File: src/rtl/seq_detector_pkg.sv
// Shared types and defaults for the parametrised serial pattern detector.
// Holds the FSM state encoding, reset defaults and the length clamp helper.
package seq_detector_pkg;

    typedef enum logic {
        FILL  = 1'b0,
        ARMED = 1'b1
    } state_t;

    localparam logic [7:0] PKG_DEF_PAT = 8'b0000_0101;
    localparam int         PKG_DEF_LEN = 3;

    // A zero or oversized length means "use the whole pattern register".
    function automatic int unsigned clamp_len(input int unsigned len_in,
                                              input int unsigned pat_w);
        if (len_in == 0 || len_in > pat_w)
            return pat_w;
        return len_in;
    endfunction

endpackage

File: src/rtl/seq_detector_param_sat.sv
// Saturating up-counter with synchronous clear (clear wins over increment).
// Shared building block of the test fabric; asynchronous reset Clr.
module sat_counter #(
    parameter int CNT_W = 8
) (
    input  logic             Clk,
    input  logic             Clr,
    input  logic             i_inc,
    input  logic             i_clr,
    output logic [CNT_W-1:0] o_cnt
);

    logic [CNT_W-1:0] r_cnt;

    always_ff @(posedge Clk or posedge Clr) begin
        if (Clr)
            r_cnt <= '0;
        else if (i_clr)
            r_cnt <= '0;
        else if (i_inc && (r_cnt != {CNT_W{1'b1}}))
            r_cnt <= r_cnt + CNT_W'(1);
    end

    assign o_cnt = r_cnt;

endmodule

File: src/rtl/seq_detector_param.sv
// Runtime-loadable serial bit-pattern detector with overlap control and match count.
// Optional macro SEQDET_STICKY_EN adds the sticky Seen output.
module seq_detector_param
    import seq_detector_pkg::*;
#(
    parameter int               PAT_W   = 8,
    parameter logic [PAT_W-1:0] DEF_PAT = PAT_W'(PKG_DEF_PAT),
    parameter int               DEF_LEN = PKG_DEF_LEN,
    parameter int               CNT_W   = 8,
    localparam int              LEN_W   = $clog2(PAT_W + 1)
) (
    input  logic             Clk,
    input  logic             Clr,
    input  logic             En,
    input  logic             X,
    input  logic             Load,
    input  logic [PAT_W-1:0] PatIn,
    input  logic [LEN_W-1:0] LenIn,
    input  logic             Overlap,
    input  logic             CntClr,
    output logic             Z,
    output logic [CNT_W-1:0] MatchCnt,
    output logic             Armed
`ifdef SEQDET_STICKY_EN
   ,output logic             Seen
`endif
);

    localparam logic [LEN_W-1:0] FULL_LEN = LEN_W'(PAT_W);
    localparam logic [LEN_W-1:0] RST_LEN  =
        LEN_W'(clamp_len(unsigned'(DEF_LEN), unsigned'(PAT_W)));

    logic [PAT_W-1:0] r_pat;
    logic [LEN_W-1:0] r_len;
    logic [PAT_W-1:0] r_hist;
    logic [LEN_W-1:0] r_fill;
    state_t           r_state;
    logic             r_Z;

    logic [PAT_W-1:0] w_pat_nxt;
    logic [LEN_W-1:0] w_len_nxt;
    logic [PAT_W-1:0] w_hist_nxt;
    logic [LEN_W-1:0] w_fill_nxt;
    state_t           w_state_nxt;
    logic             w_Z_nxt;

    logic [PAT_W-1:0] w_mask;
    logic [PAT_W-1:0] w_hist_sh;
    logic [LEN_W-1:0] w_fill_inc;
    logic             w_accept;
    logic             w_hit;
    logic             w_match;

    // Only the low r_len bits of history and pattern take part in the compare.
    always_comb begin
        w_mask = '0;
        for (int i = 0; i < PAT_W; i++)
            w_mask[i] = (i < int'(r_len));
    end

    assign w_hist_sh  = {r_hist[PAT_W-2:0], X};
    assign w_fill_inc = (r_fill == FULL_LEN) ? r_fill : r_fill + LEN_W'(1);
    assign w_accept   = En && !Load;
    assign w_hit      = (((w_hist_sh ^ r_pat) & w_mask) == '0);
    assign w_match    = w_accept && (w_fill_inc >= r_len) && w_hit;

    always_comb begin
        w_pat_nxt   = r_pat;
        w_len_nxt   = r_len;
        w_hist_nxt  = r_hist;
        w_fill_nxt  = r_fill;
        w_state_nxt = r_state;
        w_Z_nxt     = 1'b0;
        if (Load) begin
            w_pat_nxt   = PatIn;
            w_len_nxt   = LEN_W'(clamp_len(32'(LenIn), unsigned'(PAT_W)));
            w_hist_nxt  = '0;
            w_fill_nxt  = '0;
            w_state_nxt = FILL;
        end else if (En) begin
            w_Z_nxt = w_match;
            if (w_match && !Overlap) begin
                // Non-overlapping: the matched bits may not seed the next match.
                w_hist_nxt  = '0;
                w_fill_nxt  = '0;
                w_state_nxt = FILL;
            end else begin
                w_hist_nxt = w_hist_sh;
                w_fill_nxt = w_fill_inc;
                case (r_state)
                    FILL:    w_state_nxt = (w_fill_inc >= r_len) ? ARMED : FILL;
                    ARMED:   w_state_nxt = ARMED;
                    default: w_state_nxt = FILL;
                endcase
            end
        end
    end

    always_ff @(posedge Clk or posedge Clr) begin
        if (Clr) begin
            r_pat   <= DEF_PAT;
            r_len   <= RST_LEN;
            r_hist  <= '0;
            r_fill  <= '0;
            r_state <= FILL;
            r_Z     <= 1'b0;
        end else begin
            r_pat   <= w_pat_nxt;
            r_len   <= w_len_nxt;
            r_hist  <= w_hist_nxt;
            r_fill  <= w_fill_nxt;
            r_state <= w_state_nxt;
            r_Z     <= w_Z_nxt;
        end
    end

    assign Z     = r_Z;
    assign Armed = (r_state == ARMED);

    sat_counter #(
        .CNT_W (CNT_W)
    ) u_cnt (
        .Clk   (Clk),
        .Clr   (Clr),
        .i_inc (w_match),
        .i_clr (CntClr),
        .o_cnt (MatchCnt)
    );

`ifdef SEQDET_STICKY_EN
    logic r_seen;

    always_ff @(posedge Clk or posedge Clr) begin
        if (Clr)
            r_seen <= 1'b0;
        else if (Load)
            r_seen <= 1'b0;
        else if (w_match)
            r_seen <= 1'b1;
    end

    assign Seen = r_seen;
`endif

endmodule
File: config.mk
export PLATFORM = sky130hd
export DESIGN_NAME = seq_detector_param
export DESIGN_NICKNAME = d
export VERILOG_FILES = /design/src/rtl/seq_detector_pkg.sv /design/src/rtl/seq_detector_param_sat.sv /design/src/rtl/seq_detector_param.sv
export SDC_FILE = /design/constraint.sdc
export NUM_CORES = 1
export LEC_CHECK = 0
export ABC_AREA = 0
export CELL_PAD_IN_SITES_DETAIL_PLACEMENT = 0
export CELL_PAD_IN_SITES_GLOBAL_PLACEMENT = 2
export CORE_MARGIN = 5
export CORE_UTILIZATION = 35
export CTS_CLUSTER_SIZE = 20
export DETAILED_ROUTE_END_ITERATION = 8
export GPL_ROUTABILITY_DRIVEN = 0
export PLACE_DENSITY = 0.82
export SYNTH_ARGS = -nofsm -noshare
export SYNTH_HDL_FRONTEND = slang
export SYNTH_SLANG_ARGS = --single-unit
export TNS_END_PERCENT = 100
File: constraint.sdc
create_clock -name Clk -period 4 [get_ports Clk]
set_input_delay 0.8 -clock Clk [delete_from_list [all_inputs] [get_ports Clk]]
set_output_delay 0.8 -clock Clk [all_outputs]
set_load 0.03 [all_outputs]
Word level (Yosys, flattened, before mapping):

Cells that the tools add are included.
W data, S select, Z words.

* bits in registers: 33
* input port bits: 19
* output and inout bits: 10
* logic and storage cells: 56

* add/subtract/negate cells: 2
* order comparisons: 10
* equality and inequality tests: 2
* multiplexer cells: 20
* bitwise logic cells: 3
* reductions and logical operators: 12

Operators with widths (number)
* $mux W4: 6
* $mux W7: 3
* $lt A3 B4 Y1 const A: 4
* $mux W8: 2
* $add A8 B1 Y8 const B: 1
* $and A8 B8 Y8: 1
* $logic_not A8 Y1: 1
* $lt A1 B4 Y1 const A: 2
* $lt A2 B4 Y1 const A: 2
* $mux W1: 8
* $ne A8 B8 Y1 const B: 1
* $xor A8 B8 Y8: 1
* $logic_and A1 B1 Y1: 5
* $add A4 B1 Y4 const B: 1
* $eq A4 B4 Y1 const B: 1
* $ge A4 B4 Y1: 1
* $gt A4 B4 Y1 const B: 1
* $logic_not A4 Y1: 1
* $reduce_bool A2 Y1: 2
* $logic_not A1 Y1: 2
* $pmux W1 S2: 1
* $logic_or A1 B1 Y1: 1
* $not A1 Y1: 1

Logic depth before layout (Yosys ltp):

Gate-level depths: netlist (run 1).

* word-level depth: 9
* mapped depth: 13
* depth with buffers taken out: 12

Hierarchy:

A second synthesis (run 1) with hierarchy kept.

* cells, all modules: 173
* area, all modules: 1836.8 sq um

By module, submodules not included
* seq_detector_param: times used 1, cells an instance 124, area an instance 1332.5 sq um, seq. area each 630.6 sq um
* sat_counter: times used 1, cells an instance 49, area an instance 504.2 sq um, seq. area each 200.2 sq um

Worst setup path before layout (run 1):

Ideal clock, no wire load.

* path type: register to register
* start: reg r_fill[0]
* end: reg r_hist[0]
* library setup time: 78 ps
* arrival: 2437 ps
* required time: 3922 ps
* path slack: 1485 ps
* cell stages (with the launch flop): 14
* clock period less this slack: 2515 ps
* path through: dfrtp_1 > inv_1 > ha_1 > nand2_1 > nor2_1 > xnor2_1 > ha_1 > nand2b_1 > a21o_1 > a211o_1 > nand4_1 > clkbuf_1 > nand3_1 > a21oi_1

* word-level cells in the longest chain between the ends: 9
* elaborated cells between the ends (all ways): 10
* those cells by class: 1 x add/sub; 1 x order compare; 1 x eq/ne; 4 x mux; 3 x reduce/logical

Ends and longest elaborated chain
* start: declaration: line seq_detector_param.sv:36 `logic [LEN_W-1:0] r_fill;`
* start signal: assignment: line seq_detector_param.sv:111 `r_fill <= w_fill_nxt;`
* $add A4 B1 Y4 / $eq A4 B4 Y1 (equally long branches): line seq_detector_param.sv:62 `assign w_fill_inc = (r_fill == FULL_LEN) ? r_fill : r_fill + LEN_W'(1);`
* $mux W4 *: line seq_detector_param.sv:62
* $ge A4 B4 Y1 *: line seq_detector_param.sv:65 `assign w_match = w_accept && (w_fill_inc >= r_len) && w_hit;`
* $logic_and A1 B1 Y1 * (2 in series): line seq_detector_param.sv:65
* $logic_and A1 B1 Y1 *: line seq_detector_param.sv:82 `if (w_match && !Overlap) begin`
* $mux W7 *: line seq_detector_param.sv:82
* $mux W7 *: line seq_detector_param.sv:80 `end else if (En) begin`
* $mux W7 *: line seq_detector_param.sv:74 `if (Load) begin`
* end signal: assignment: line seq_detector_param.sv:110 `r_hist <= w_hist_nxt;`
* end: declaration: line seq_detector_param.sv:35 `logic [PAT_W-1:0] r_hist;`

Every way passes the cells marked *; elsewhere a longest branch is shown, timed or not. The select of a mux whose other input is x is not followed.
A chain may end at the register's enable or synchronous reset.

Worst setup path after layout (run 1):

* start: in En
* end: reg u_cnt.r_cnt[4] (netlist: u_cnt.o_cnt[4])

* word-level cells in the longest chain between the ends: 5

Ends and longest elaborated chain
* start: declaration: line seq_detector_param.sv:14 `input logic En,`
* $logic_and A1 B1 Y1: line seq_detector_param.sv:63 `assign w_accept = En && !Load;`
* $logic_and A1 B1 Y1 (2 in series): line seq_detector_param.sv:65
* $logic_and A1 B1 Y1: line seq_detector_param_sat.sv:20 `else if (i_inc && (r_cnt != {CNT_W{1'b1}}))`
* $reduce_bool A2 Y1 (no line)
* end signal: assignment: line seq_detector_param_sat.sv:21 `r_cnt <= r_cnt + CNT_W'(1);`
* end: declaration: line seq_detector_param_sat.sv:13 `logic [CNT_W-1:0] r_cnt;`

No other way between the ends.

==> flow_summary.json, run 1 <==
{
  "drv_slew": 0,
  "hpwlAfterDp_um": 2820,
  "netlist_top_cells_area": "dfrtp_1 (41%), dfstp_2 (5.9%), mux2_2 (5.7%), ha_1 (4.9%), a21oi_1 (4.5%)",
  "drc": 0,
  "cp_max_fo": 14,
  "period_share_pct": 69.4,
  "layout_common_cells": "dfrtp_1 (29), clkdlybuf4s50_1 (28), nand2_1 (19)",
  "insertedDiodeCount": 0,
  "maxCapViolCount": 0,
  "synth.largest_area_cell": "dfrtp_1",
  "cellPowerDensity_nw_per_um2": 329,
  "final_common_cell": "dfrtp_1",
  "crit_path_max_incr_delay_ns": 0.66,
  "period_needed_ns": 2.78,
  "irDropWorstVdd_mv": 0.148,
  "grt_pass1_wl_um": 6600,
  "status": "finished, final reports clean",
  "num_vias": 1424,
  "synth_top_area_share_pct": 41.0,
  "switching_share_pct": 27.0,
  "synth.area.mux_share_pct": 6.29,
  "clock_skew_ns": 0.00620,
  "clkLatencyLatePin_ns": 0.29,
  "synth_top_family_by_area": "simple AND/OR/NAND/NOR gates",
  "seq_area_frac_synth_pct": 46.9,
  "hold_class": "reg2reg",
  "drt_iter0_drc": 51,
  "cts_buffer_depth": 2,
  "rsz0062_at_grt": "false",
  "synth_xor_area_share_pct": 4.94,
  "dr_wl_met3_um": 212,
  "clkPwrFrac_pct": 34.5,
  "critical_path_required_ns": 4.21,
  "yosysUniqueCellTypes": 39,
  "routed_via_density": 5.10,
  "grt_use_total_pct": 13.2,
  "relSlewSlack_pct": 67.9,
  "nNetsFinal": 237,
  "die_w_um": 81.1,
  "grt_overflow_total": 0,
  "cts_buffers": 5,
  "async_reset_ff_share_pct": 100,
  "ant_nets": 0,
  "cellLeakagePower_nw": 0.933,
  "synth_compound_area_share_pct": 13.2,
  "power_frac_comb_pct": 14.3,
  "place_area_um2": 2110,
  "critPathTopFamily": "simple AND/OR/NAND/NOR gates",
  "antenna_found_initial": 0,
  "synth_fa_ha_area_share_pct": 4.94,
  "cts_resized": 0,
  "core-area_um2": 4820,
  "synth_cells": 183,
  "start_kind": "input port",
  "wirelength_um": 3950,
  "design_area_um2": 2190,
  "synth-simple-area-share_pct": 19.0,
  "hold_violations": 0,
  "yosys_most_used_dff": "dfrtp_1",
  "ioPinCount": 29,
  "area_delta_synth_final_pct": 23.7,
  "finalSetupTns_ns": 0,
  "first_global_vias": 1456,
  "crit_arrival_ns": 2.99,
  "grt_max_degree": 34,
  "firstDrtPassIters": 4,
  "die_h_um": 81.1,
  "cts_tree": "yes",
  "synth.avg_cell_area_um2": 9.68,
  "crit_path_end_kind": "flop",
  "fmax_ghz": 0.360,
  "power.internal_mw": 0.526,
  "clk_pin_slew_ns": 0.07,
  "hold_buffers": 0,
  "postCtsSetupBuffers": 0,
  "switching_power_mw": 0.194,
  "yosys_warnings": 0,
  "synth-edff-count": 0,
  "seq_power_share_pct": 51.2,
  "numClockSinks": 33,
  "cp_cell_sequence": "clkdlybuf4s50_1 -> inv_1 -> nor2_1 -> nand3_2 -> or4_1 -> a21oi_1",
  "cp_slowest_cell": "clkdlybuf4s50_1",
  "ys_ff_latch": 33,
  "top_layer": "met4",
  "synthesis.area_um2": 1770,
  "layout-drive-gt1-share_pct": 11.8,
  "drt-met1-wl_um": 1700,
  "die_area_um2": 6580,
  "syn_nets": 209,
  "initial_core_util_pct": 36.8,
  "finalSetupViolCount": 0,
  "ctsHtreeMaxLevel": 2,
  "route.met2.wl_um": 1960,
  "place.port_buffers": 28,
  "path_buf_inv": 2,
  "post_drt_wl_per_cell_um": 14.1,
  "cts_root_buf": "clkbuf_8",
  "worstMarginPinSlew_ns": 0.481,
  "critPathKind": "in2reg",
  "row_count": 25
}
through the flow:
| stage | cells | utilization, % | setup slack (ns) | hold WS, ns | power, mW |
|---|---|---|---|---|---|
| 2_1_floorplan | 183 | - | 1.49 | 0.491 | 0.440 |
| 3_3_place_gp | 271 | 43.8 | 1.00 | 0.515 | 0.475 |
| 3_5_place_dp | 271 | 43.8 | 0.909 | 0.523 | 0.479 |
| 4_1_cts | 279 | 45.5 | 1.21 | 0.539 | 0.730 |
| 5_1_grt | 279 | 45.5 | 0.917 | 0.554 | 0.756 |
| 6_report | 279 | 45.5 | 1.22 | 0.535 | 0.720 |
cells by family (layout without fill, tap and decap cells):
group           after synthesis  in the layout
fa+ha+maj                     7              7
mux                          10             10
flops                        33             33
simple gates                 65             65
xor+xnor                     10             10
buf+inv                      20             49
compound gates               38             38
per-layer routing:
metal / up-vias / global-route usage (%)
met5: - / 0
met4: 0 / 5.57
met3: 10 / 3.99
met2: 31 / 23.4
met1: 679 / 14.7
li1: 704 / -
power groups by stage:
stage / Clock [mW] / Sequential [mW] / Combinational [mW]
final: 0.248 / 0.369 / 0.103
after global routing: 0.269 / 0.371 / 0.116
after detailed placement: 0 / 0.375 / 0.104
after global placement: 0 / 0.374 / 0.101
after floorplan: 0 / 0.372 / 0.0681
after CTS: 0.256 / 0.369 / 0.105
synth_stat cells (2+ instances only):
library cell	instances
a221oi_1	2
dfstp_2	4
mux2_2	9
xor2_1	8
nand4_1	4
ha_1	7
xnor2_1	2
a21oi_1	16
nand3_1	13
and3_1	3
dfrtp_1	29
o22ai_1	2
nand2b_1	3
nor3_1	4
o21ai_0	8
nor2b_1	2
nand2_1	19
nor2_1	6
clkbuf_1	6
or4_1	2
or3_1	5
inv_1	11
a211o_1	2
final cells by class:
class / instances / area (um^2)
well taps: 67 / 83.8
inverters: 11 / 41.3
clock inverters: 2 / 10.0
repair buffers: 30 / 295
flip-flops and latches: 33 / 831
clock buffers: 6 / 72.6
fillers: 497 / 2630
multi-input cells: 130 / 857
state kept, by name, indices dropped and copies added, names as in the netlist:
register     flops
u_cnt.o_cnt      8
Armed            1
Z                1
r_len            4
r_hist           7
r_fill           4
r_pat            8
path summary, 6_finish.rpt:
kind                                  startpoint                         end  slack [ns]  depth (start not counted)
min reg2reg                 r_pat[5]$_DFFE_PP0P_        r_pat[5]$_DFFE_PP0P_        0.53                          1
max in group asynchronous                    Clr        r_len[1]$_DFFE_PP1P_        2.76                          3
max                                           En  u_cnt.o_cnt[4]$_DFFE_PP0P_        1.22                          6
min                         r_pat[5]$_DFFE_PP0P_        r_pat[5]$_DFFE_PP0P_        0.53                          1
min in group asynchronous                    Clr        r_pat[6]$_DFFE_PP0P_        0.91                          3
max reg2reg                r_fill[0]$_DFFE_PP0P_       r_fill[3]$_DFFE_PP0P_        1.26                         12
Power figures use the tool's default switching activity.
==> run 2: changes to the inputs <==
- CORE_UTILIZATION: 35 -> 30
- PLACE_DENSITY: 0.82 -> 0.75
- clock period: 4 -> 2.5 ns (I/O delays scaled with it)
==> run 2 against run 1 <==
Against the previous run:
- cell area up 13%
- combinational power up 90%
- via count up 4.9%
- first-iteration DRC count up 9.8%
- largest power group unchanged
- global-route usage down 1.3 points
- largest cell class unchanged
- critical path depth up 7
- worst setup slack worse by 1.2 ns
- sequential cell count unchanged
==> flow_summary.json, run 2 (same netlist as run 1, synthesis figures left out) <==
{
  "row_count": 28,
  "first_global_vias": 1482,
  "final_common_cell": "dfrtp_1",
  "seq_power_share_pct": 49.3,
  "start_kind": "flop",
  "layout-drive-gt1-share_pct": 30.9,
  "crit_arrival_ns": 2.66,
  "clk_pin_slew_ns": 0.06,
  "cellLeakagePower_nw": 1.02,
  "hpwlAfterDp_um": 2900,
  "ioPinCount": 29,
  "fin_ws_ns": 0.0483,
  "ant_nets": 0,
  "grt_overflow_total": 0,
  "switching_power_mw": 0.309,
  "regArea_um2": 831,
  "place_ws_ns": -0.0323,
  "status": "finished, final reports clean",
  "power_frac_comb_pct": 16.3,
  "irDropWorstVdd_mv": 0.184,
  "fmax_ghz": 0.408,
  "num_vias": 1494,
  "dr_wl_met3_um": 291,
  "hold_class": "reg2reg",
  "nNetsFinal": 248,
  "cts_buffer_depth": 2,
  "crit_path_end_kind": "flop",
  "switching_share_pct": 25.8,
  "die_area_um2": 7540,
  "numClockSinks": 33,
  "cts_root_buf": "clkbuf_8",
  "drt-met1-wl_um": 2130,
  "cp_max_fo": 7,
  "period_share_pct": 98.1,
  "critPathKind": "reg2reg",
  "maxCapViolCount": 0,
  "route.met2.wl_um": 1910,
  "grt_max_degree": 34,
  "grt_use_total_pct": 11.9,
  "post_drt_wl_per_cell_um": 14.7,
  "hold_violations": 0,
  "cellPowerDensity_nw_per_um2": 485,
  "core-area_um2": 5820,
  "multiInputGateArea_um2": 1020,
  "drv_slew": 0,
  "fill_cells": 602,
  "critical_path_required_ns": 2.71,
  "layout_common_cells": "dfrtp_1 (29), clkdlybuf4s50_1 (28), nand2_1 (18)",
  "firstDrtPassIters": 4,
  "power.internal_mw": 0.890,
  "ctsHtreeMaxLevel": 2,
  "place_area_um2": 2190,
  "drt_iter0_drc": 56,
  "antenna_found_initial": 0,
  "design_area_um2": 2470,
  "drc": 0,
  "die_w_um": 86.9,
  "period_needed_ns": 2.45,
  "worstMarginPinSlew_ns": 0.459,
  "die_h_um": 86.9,
  "clkPwrFrac_pct": 34.3,
  "area_delta_synth_final_pct": 39.4,
  "top_layer": "met4",
  "utilization_pct": 42.5,
  "cts_tree": "yes",
  "initial_core_util_pct": 30.5,
  "rsz0062_at_grt": "true",
  "wirelength_um": 4380,
  "routed_via_density": 5.01,
  "relSlewSlack_pct": 69.4,
  "clkLatencyLatePin_ns": 0.28,
  "insertedDiodeCount": 0,
  "clock_skew_ns": 0.00717,
  "cts_buffers": 5,
  "place.port_buffers": 28,
  "finalSetupViolCount": 0,
  "grt_pass1_wl_um": 7100
}
==> run 2: cell count changes in the layout (fill, tap and decap cells not counted), sizes merged <==
cell,previous run,this run
buf,2,13
clkinv,2,0
clkbuf,6,8
==> run 2: final timing paths <==
path                                         endpoint  slack (ns)  depth (start not counted)                   from
max in group asynchronous        r_pat[0]$_DFFE_PP1P_        1.52                          3                    Clr
worst min register to register   r_pat[5]$_DFFE_PP0P_        0.54                          1   r_pat[5]$_DFFE_PP0P_
min in group asynchronous        r_pat[3]$_DFFE_PP0P_        0.62                          3                    Clr
worst max-delay path            r_hist[1]$_DFFE_PP0P_        0.05                         13  r_fill[0]$_DFFE_PP0P_
worst min-delay path             r_pat[5]$_DFFE_PP0P_        0.54                          1   r_pat[5]$_DFFE_PP0P_
worst max register to register  r_hist[1]$_DFFE_PP0P_        0.05                         13  r_fill[0]$_DFFE_PP0P_
==> run 2: timing repair <==
action | in CTS | in global routing
endpoints found under the hold margin | 0 | 0
gates resized for setup | 1 | 46
pin swaps | 2 | 33
hold buffers | 0 | 0
setup endpoints to repair | 4 | 20
setup buffers | 0 | 1
==> run 2: per-stage QoR <==
stage | hold WS (ns) | setup TNS [ns] | power (mW) | cells
4_1_cts | 0.539 | 0 | 1.20 | 297
2_1_floorplan | 0.491 | 0 | 0.704 | 183
3_5_place_dp | 0.525 | -0.0534 | 0.778 | 289
3_3_place_gp | 0.521 | -0.0437 | 0.777 | 289
6_report | 0.537 | 0 | 1.20 | 298
5_1_grt | 0.558 | -1.31 | 1.26 | 298
==> run 2: final cells by class <==
type                    instances  area share, %
clock buffers                   8           3.65
inverters                      11           1.67
multi-input cells             130           41.2
flip-flops and latches         33           33.6
well taps                      75           3.80
repair buffers                 41           16.1
==> run 2: power by group through the flow <==
stage,clock network (mW),registers (mW),logic [mW]
floorplan,0,0.595,0.109
global placement,0,0.600,0.177
detailed placement,0,0.600,0.177
CTS,0.426,0.590,0.181
global route,0.447,0.595,0.218
finish,0.412,0.591,0.196
==> run 2: worst max-delay path: stages, from the launching register on <==
cell      delay (ns)
dfrtp_1         0.39
inv_2           0.08
ha_4            0.12
nand2_2         0.05
nor2_2          0.12
xnor2_1         0.15
ha_1            0.26
nand2b_4        0.14
a21o_1          0.15
a211o_1         0.36
nand4_1         0.18
buf_6           0.18
nand3_2         0.08
a21oi_1         0.12
==> run 2: metal layers <==
layer,GRT usage (%),up-vias
li1,-,731
met1,16.0,726
met2,18.0,32
met3,4.07,5
met4,3.82,0
met5,0,-
